File: src/rtl/instr_fetch_buffer_if.sv
//------------------------------------------------------------------------------
// instr_fetch_buffer_if
// PC, instruction-memory and decode-side signals of the instruction fetch buffer.
// Revision: 1.0
//------------------------------------------------------------------------------
`default_nettype none

interface instr_fetch_buffer_if #(
    parameter int ADDR_W = 32,
    parameter int DATA_W = 32,
    parameter int DEPTH  = 4
);
    localparam int CNT_W = $clog2(DEPTH) + 1;

    logic [ADDR_W-1:0] pc_addr;
    logic              fetch_ack;
    logic              flush;
    logic              mem_req;
    logic [ADDR_W-1:0] mem_addr;
    logic              mem_rvalid;
    logic [DATA_W-1:0] mem_rdata;
    logic              dec_valid;
    logic [DATA_W-1:0] dec_instr;
    logic [ADDR_W-1:0] dec_pc;
    logic              dec_ready;
    logic [CNT_W-1:0]  fifo_count;

    // The fetch buffer drives the bus; the PC, memory and decode stages sit on the slave side.
    modport master (
        input  pc_addr, flush, mem_rvalid, mem_rdata, dec_ready,
        output fetch_ack, mem_req, mem_addr, dec_valid, dec_instr, dec_pc, fifo_count
    );

    modport slave (
        output pc_addr, flush, mem_rvalid, mem_rdata, dec_ready,
        input  fetch_ack, mem_req, mem_addr, dec_valid, dec_instr, dec_pc, fifo_count
    );
endinterface

`default_nettype wire

File: src/rtl/instr_fetch_buffer.sv
//------------------------------------------------------------------------------
// instr_fetch_buffer
// Issues single-word instruction reads for the current PC and queues
// {pc, instruction} pairs for decode; flush drops queued and in-flight words.
// Revision: 1.0
//------------------------------------------------------------------------------
`default_nettype none

module instr_fetch_buffer #(
    parameter int ADDR_W = 32,
    parameter int DATA_W = 32,
    parameter int DEPTH  = 4
) (
    input  logic                   clk,
    input  logic                   rst_n,
    instr_fetch_buffer_if.master   bus
);
    localparam int c_PTR_W = $clog2(DEPTH);
    localparam int c_CNT_W = c_PTR_W + 1;
    localparam logic [c_CNT_W:0] c_DEPTH_X = (c_CNT_W + 1)'(DEPTH);

    generate
        if ((DEPTH < 2) || ((DEPTH & (DEPTH - 1)) != 0)) begin : g_bad_depth
            $error("instr_fetch_buffer: DEPTH must be a power of two and >= 2");
        end
    endgenerate

    typedef enum logic [1:0] {
        ST_IDLE = 2'd0,
        ST_WAIT = 2'd1,
        ST_DROP = 2'd2
    } state_t;

    state_t              state_q;
    logic                mem_req_q;
    logic                fetch_ack_q;
    logic [ADDR_W-1:0]   mem_addr_q;

    logic [ADDR_W-1:0]   pc_mem_q    [DEPTH];
    logic [DATA_W-1:0]   instr_mem_q [DEPTH];
    logic [c_PTR_W-1:0]  wr_ptr_q, wr_ptr_d;
    logic [c_PTR_W-1:0]  rd_ptr_q, rd_ptr_d;
    logic [c_CNT_W-1:0]  count_q,  count_d;

    logic                w_push;
    logic                w_pop;
    logic                w_not_empty;
    logic [c_CNT_W:0]    w_occ;
    logic                w_issue;

    assign w_not_empty = (count_q != '0);
    assign w_push      = (state_q == ST_WAIT) && bus.mem_rvalid && !bus.flush;
    assign w_pop       = w_not_empty && bus.dec_ready && !bus.flush;

    // A new request needs a free slot counting the word landing this cycle;
    // a pop in the same cycle is deliberately not credited.
    assign w_occ   = {1'b0, count_q} + {{c_CNT_W{1'b0}}, w_push};
    assign w_issue = !bus.flush
                   && ((state_q == ST_IDLE) || ((state_q == ST_WAIT) && bus.mem_rvalid))
                   && (w_occ < c_DEPTH_X);

    always_ff @(posedge clk or negedge rst_n) begin
        if (!rst_n) begin
            state_q     <= ST_IDLE;
            mem_req_q   <= 1'b0;
            fetch_ack_q <= 1'b0;
            mem_addr_q  <= '0;
        end else begin
            mem_req_q   <= w_issue;
            fetch_ack_q <= w_issue;
            if (w_issue) begin
                mem_addr_q <= bus.pc_addr;
            end
            case (state_q)
                ST_IDLE: begin
                    if (w_issue) begin
                        state_q <= ST_WAIT;
                    end
                end
                ST_WAIT: begin
                    if (bus.flush) begin
                        state_q <= bus.mem_rvalid ? ST_IDLE : ST_DROP;
                    end else if (bus.mem_rvalid) begin
                        state_q <= w_issue ? ST_WAIT : ST_IDLE;
                    end
                end
                ST_DROP: begin
                    if (bus.mem_rvalid) begin
                        state_q <= ST_IDLE;
                    end
                end
                default: state_q <= ST_IDLE;
            endcase
        end
    end

    always_comb begin
        wr_ptr_d = wr_ptr_q;
        rd_ptr_d = rd_ptr_q;
        count_d  = count_q;
        if (bus.flush) begin
            wr_ptr_d = '0;
            rd_ptr_d = '0;
            count_d  = '0;
        end else begin
            if (w_push) begin
                wr_ptr_d = wr_ptr_q + c_PTR_W'(1);
            end
            if (w_pop) begin
                rd_ptr_d = rd_ptr_q + c_PTR_W'(1);
            end
            case ({w_push, w_pop})
                2'b10:   count_d = count_q + c_CNT_W'(1);
                2'b01:   count_d = count_q - c_CNT_W'(1);
                default: count_d = count_q;
            endcase
        end
    end

    always_ff @(posedge clk or negedge rst_n) begin
        if (!rst_n) begin
            wr_ptr_q <= '0;
            rd_ptr_q <= '0;
            count_q  <= '0;
        end else begin
            wr_ptr_q <= wr_ptr_d;
            rd_ptr_q <= rd_ptr_d;
            count_q  <= count_d;
        end
    end

    // Entry storage needs no reset: reads are gated by the occupancy count.
    always_ff @(posedge clk) begin
        if (w_push) begin
            pc_mem_q[wr_ptr_q]    <= mem_addr_q;
            instr_mem_q[wr_ptr_q] <= bus.mem_rdata;
        end
    end

    assign bus.mem_req    = mem_req_q;
    assign bus.fetch_ack  = fetch_ack_q;
    assign bus.mem_addr   = mem_addr_q;
    assign bus.fifo_count = count_q;
    assign bus.dec_valid  = w_not_empty;
    assign bus.dec_instr  = w_not_empty ? instr_mem_q[rd_ptr_q] : '0;
    assign bus.dec_pc     = w_not_empty ? pc_mem_q[rd_ptr_q]    : '0;

endmodule

`default_nettype wire

File: src/flat_wrapper.sv
// flat-port wrapper written by rule: the top's interface ports become plain ports
module instr_fetch_buffer_flat 
#(
    parameter int ADDR_W = 32,
    parameter int DATA_W = 32,
    parameter int DEPTH  = 4
)
  (clk, rst_n, bus_pc_addr, bus_flush, bus_mem_rvalid, bus_mem_rdata, bus_dec_ready, bus_fetch_ack, bus_mem_req, bus_mem_addr, bus_dec_valid, bus_dec_instr, bus_dec_pc, bus_fifo_count);
  instr_fetch_buffer_if #(.ADDR_W(ADDR_W), .DATA_W(DATA_W), .DEPTH(DEPTH)) bus_i ();
  input  logic clk;
  input  logic rst_n;
  input wire logic [$bits(bus_i.pc_addr)-1:0] bus_pc_addr;
  input wire logic [$bits(bus_i.flush)-1:0] bus_flush;
  input wire logic [$bits(bus_i.mem_rvalid)-1:0] bus_mem_rvalid;
  input wire logic [$bits(bus_i.mem_rdata)-1:0] bus_mem_rdata;
  input wire logic [$bits(bus_i.dec_ready)-1:0] bus_dec_ready;
  output wire logic [$bits(bus_i.fetch_ack)-1:0] bus_fetch_ack;
  output wire logic [$bits(bus_i.mem_req)-1:0] bus_mem_req;
  output wire logic [$bits(bus_i.mem_addr)-1:0] bus_mem_addr;
  output wire logic [$bits(bus_i.dec_valid)-1:0] bus_dec_valid;
  output wire logic [$bits(bus_i.dec_instr)-1:0] bus_dec_instr;
  output wire logic [$bits(bus_i.dec_pc)-1:0] bus_dec_pc;
  output wire logic [$bits(bus_i.fifo_count)-1:0] bus_fifo_count;
  assign bus_i.pc_addr = bus_pc_addr;
  assign bus_i.flush = bus_flush;
  assign bus_i.mem_rvalid = bus_mem_rvalid;
  assign bus_i.mem_rdata = bus_mem_rdata;
  assign bus_i.dec_ready = bus_dec_ready;
  assign bus_fetch_ack = bus_i.fetch_ack;
  assign bus_mem_req = bus_i.mem_req;
  assign bus_mem_addr = bus_i.mem_addr;
  assign bus_dec_valid = bus_i.dec_valid;
  assign bus_dec_instr = bus_i.dec_instr;
  assign bus_dec_pc = bus_i.dec_pc;
  assign bus_fifo_count = bus_i.fifo_count;
  instr_fetch_buffer #(.ADDR_W(ADDR_W), .DATA_W(DATA_W), .DEPTH(DEPTH)) u_core (.clk(clk), .rst_n(rst_n), .bus(bus_i));
endmodule
File: config.mk
export PLATFORM = sky130hd
export DESIGN_NAME = instr_fetch_buffer_flat
export DESIGN_NICKNAME = d
export VERILOG_FILES = /design/src/rtl/instr_fetch_buffer_if.sv /design/src/rtl/instr_fetch_buffer.sv /design/src/flat_wrapper.sv
export SDC_FILE = /design/constraint.sdc
export NUM_CORES = 1
export LEC_CHECK = 0
export ABC_AREA = 1
export BUFFER_PORTS_ARGS = -buffer_cell sky130_fd_sc_hd__buf_2
export CORE_ASPECT_RATIO = 1.1
export CORE_MARGIN = 5
export CORE_UTILIZATION = 49
export CTS_BUF_LIST = sky130_fd_sc_hd__clkbuf_8 sky130_fd_sc_hd__clkbuf_16
export DETAILED_ROUTE_END_ITERATION = 6
export PLACE_DENSITY = 0.71
export SETUP_SLACK_MARGIN = 0.15
export SLEW_MARGIN = 20
export SYNTH_ARGS = -nofsm -noshare
export SYNTH_HDL_FRONTEND = slang
export SYNTH_SLANG_ARGS = --single-unit
File: constraint.sdc
create_clock -name clk -period 5.5 [get_ports clk]
set_input_delay 1.375 -clock clk [delete_from_list [all_inputs] [get_ports clk]]
set_output_delay 1.375 -clock clk [all_outputs]
set_load 0.1 [all_outputs]
==> flow_metrics.tcl <==
set metrics [dict create \
    status "finished clean" \
    hold_viol_final 0 \
    post_drt_wl_per_cell_um 17.6 \
    fillers 1890 \
    netlist-cell-type-count 23 \
    cp-end-kind "output pin" \
    clkTransAtPathRegs_ns 0.06 \
    async_flop_share_pct 14.1 \
    postCtsResizedCells 0 \
    critPathRequiredTime_ns 4.12 \
    rr_worst_depth 5 \
    wl_mm 25.6 \
    track_usage_pct 19.1 \
    grt_pass1_wl_mm 40.5 \
    hold_path_class "reg -> reg" \
    dp_hpwl_mm 14.7 \
    r2r_end "u_core.instr_mem_q[1][7]" \
    synthAdderAreaFrac_pct 0.601 \
    multi_input_area_um2 2620 \
    cp_num_buf_inv 3 \
    fin_nets 1201 \
    synth_mux_area_share_pct 0 \
    tightestPinTransition_ns 1.02 \
    cts_max_path_buffers 3 \
    holdBufCountCts 0 \
    synth-edff-count 256 \
    yosys.area.top_type_share_pct 66.0 \
    dieArea_um2 27000 \
    top_level_ports 171 \
    dieHeight_um 172 \
    cp_slowest_cell "dfrtp_4" \
    route.vias.total 7573 \
    grt_pass1_vias 7707 \
    hold-path-endpoint "u_core.state_q[1]" \
    worstPathArrival_ns 2.88 \
    synth_compound_area_share_pct 8.74 \
    synth_xor_area_share_pct 0.0752 \
    rr_startpoint "u_core.state_q[0]" \
    worstPathMaxFanout 46 \
    syn2layout_area_growth_pct 18.1 \
    avgSynthCellArea_um2 12.0 \
    ys_ff_latch 298 \
    syn-cell-area_um2 11700 \
    place.gp.congestion 0.791 \
    viasPerCell 5.20 \
    drt.antenna.violating_nets 0 \
    syn-num-nets 1043 \
    core_area_um2 23500 \
    r2r_slack_ns 2.99 \
    antenna_found_initial 0 \
    yosysTopAreaCell "edfxtp_1" \
    syn_inst 969 \
    rows 59 \
    portBuffers 170 \
    path_cells "clkinv_2, buf_4, o21ai_0, a21oi_1, buf_2" \
    first_pass_iters 4 \
    cts_buffers 28 \
    postLayoutCoreUtil_pct 58.5 \
    root_buffer "clkbuf_16" \
    synth_top_family_by_area "simple AND/OR/NAND/NOR gates" \
    max_freq_mhz 235 \
    slew_viol_final 0 \
    skew_ns 0.00702 \
    critPathMaxStageDelay_ns 0.66 \
    worstSkewPairLatency_ns 0.52 \
    hold_path_depth 1 \
    cap_violations 0 \
    drt_iter0_markers 470 \
    slew_headroom_pct 31.6 \
    htreeDepth 1 \
    cts_sinks 298 \
    fin_ws_ns 1.25 \
    synth-simple-area-share_pct 12.8 \
    drive_gt1_share_pct 20.9 \
    crit_family "buffers and inverters" \
    seqCellArea_um2 8740 \
    grt_start_max_net_pins 67 \
    fin_setup_tns_ns 0 \
    whs_ns 0.496 \
    setup_violations 0 \
    rsz0062_at_grt "no" \
    fp.dieW_um 157 \
    pre_cts_ws_ns 1.82 \
    period_needed_ns 4.25 \
    yosys_warnings 0 \
    worstHoldStart "u_core.state_q[0]" \
    cts_tree "yes" \
    start_kind "flip-flop" \
    ys_seq_area_share_pct 75.0 \
    cts_setup_buffers 0 \
    synth_flop_cell "edfxtp_1" \
    synth_area_leaders "edfxtp_1 66%, dfrtp_1 9.0%, nor2_1 8.6%" \
    drcViolationCount 0 \
    path_class "reg -> out" \
    overflow 0 \
    finalCritPeriodShare_pct 77.3 \
    initial_utilization_pct 49.5 \
]
[registers in the layout, summed over array words and instances (netlist names)]
register	count
u_core.state_q	2
u_core.wr_ptr_q	2
u_core.bus.fifo_count	3
u_core.instr_mem_q	128
u_core.bus.mem_req	1
u_core.bus.mem_addr	32
u_core.rd_ptr_q	2
u_core.pc_mem_q	128
[layout by cell type, fill, tap and decap left out]
master        n
nor2_1      263
edfxtp_1    256
buf_2       169
o21ai_0     134
nand2_1     114
a21oi_1      66
dfrtp_1      40
clkbuf_16    29
inv_1        19
buf_4        10
clkinv_2      7
nand3_1       6
nor2_4        4
ha_1          4
bufinv_16     4
buf_12        4
inv_2         3
o21ai_1       2
clkbuf_8      2
clkinv_4      2
diode_2       1
nor3_2        1
nor2_2        1
nand2_2       1
o31ai_1       1
xor2_1        1
nand3b_1      1
fa_1          1
clkinvlp_4    1
clkinv_1      1
dfrtp_4       1
dfrtp_2       1
[worst max path at each step]
| stage | from | endpoint | slack [ns] | cells past startpoint |
|---|---|---|---|---|
| global route | u_core.bus.fifo_count[0] | bus_dec_pc[8] | 1.06 | 6 |
| finish | u_core.rd_ptr_q[0] | bus_dec_pc[8] | 1.25 | 5 |
| CTS | u_core.rd_ptr_q[0] | bus_dec_pc[8] | 1.21 | 5 |
| floorplan | u_core.bus.fifo_count[0] | bus_dec_instr[11] | 0.36 | 5 |
| global placement | bus_flush | u_core.instr_mem_q[1][7] | 1.85 | 5 |
| detailed placement | bus_flush | u_core.instr_mem_q[2][3] | 1.82 | 5 |
[stage by stage]
step	area [um^2]	cells
floorplan	11700	969
global placement	12800	1402
detailed placement	12800	1402
CTS	13800	1454
global route	13800	1454
finish	13800	1455
[metal layers]
metal,track usage [%],routed length (um),vias to the layer above
li1,-,-,3671
met3,2.47,1590,39
met5,0,0,-
met1,24.3,10400,3623
met4,5.16,576,0
met2,34.6,13100,240
[final cells by class]
cell class | count | share of cell area [%]
clock inverters | 21 | 1.49
clock buffers | 31 | 5.47
inverters | 16 | 0.445
multi-input cells | 600 | 19.0
diodes | 1 | 0.0182
repair buffers | 183 | 7.27
well taps | 305 | 2.77
flip-flops and latches | 298 | 63.5
[synth_stat cells, types with 2 or more instances]
| master | instances |
|---|---|
| buf_6 | 3 |
| o21ai_1 | 2 |
| dfrtp_1 | 42 |
| inv_1 | 13 |
| nor2_1 | 267 |
| buf_2 | 17 |
| a21oi_1 | 66 |
| nand3_1 | 6 |
| edfxtp_1 | 256 |
| buf_4 | 4 |
| ha_1 | 4 |
| nand2_1 | 114 |
| clkbuf_1 | 18 |
| buf_1 | 13 |
| o21ai_0 | 134 |
| inv_2 | 3 |
[kinds of logic after synthesis]
kind of cell               after synthesis
and+or+nand+nor                        391
AOI/OAI and AO/OA                      203
DFF                                    298
buffers and inverters                   71
xor gates and xnor gates                 1
adders and majority gates                5
Power is not shown: default switching activity piles up to over one toggle a cycle in this logic, so the estimate is an artifact.
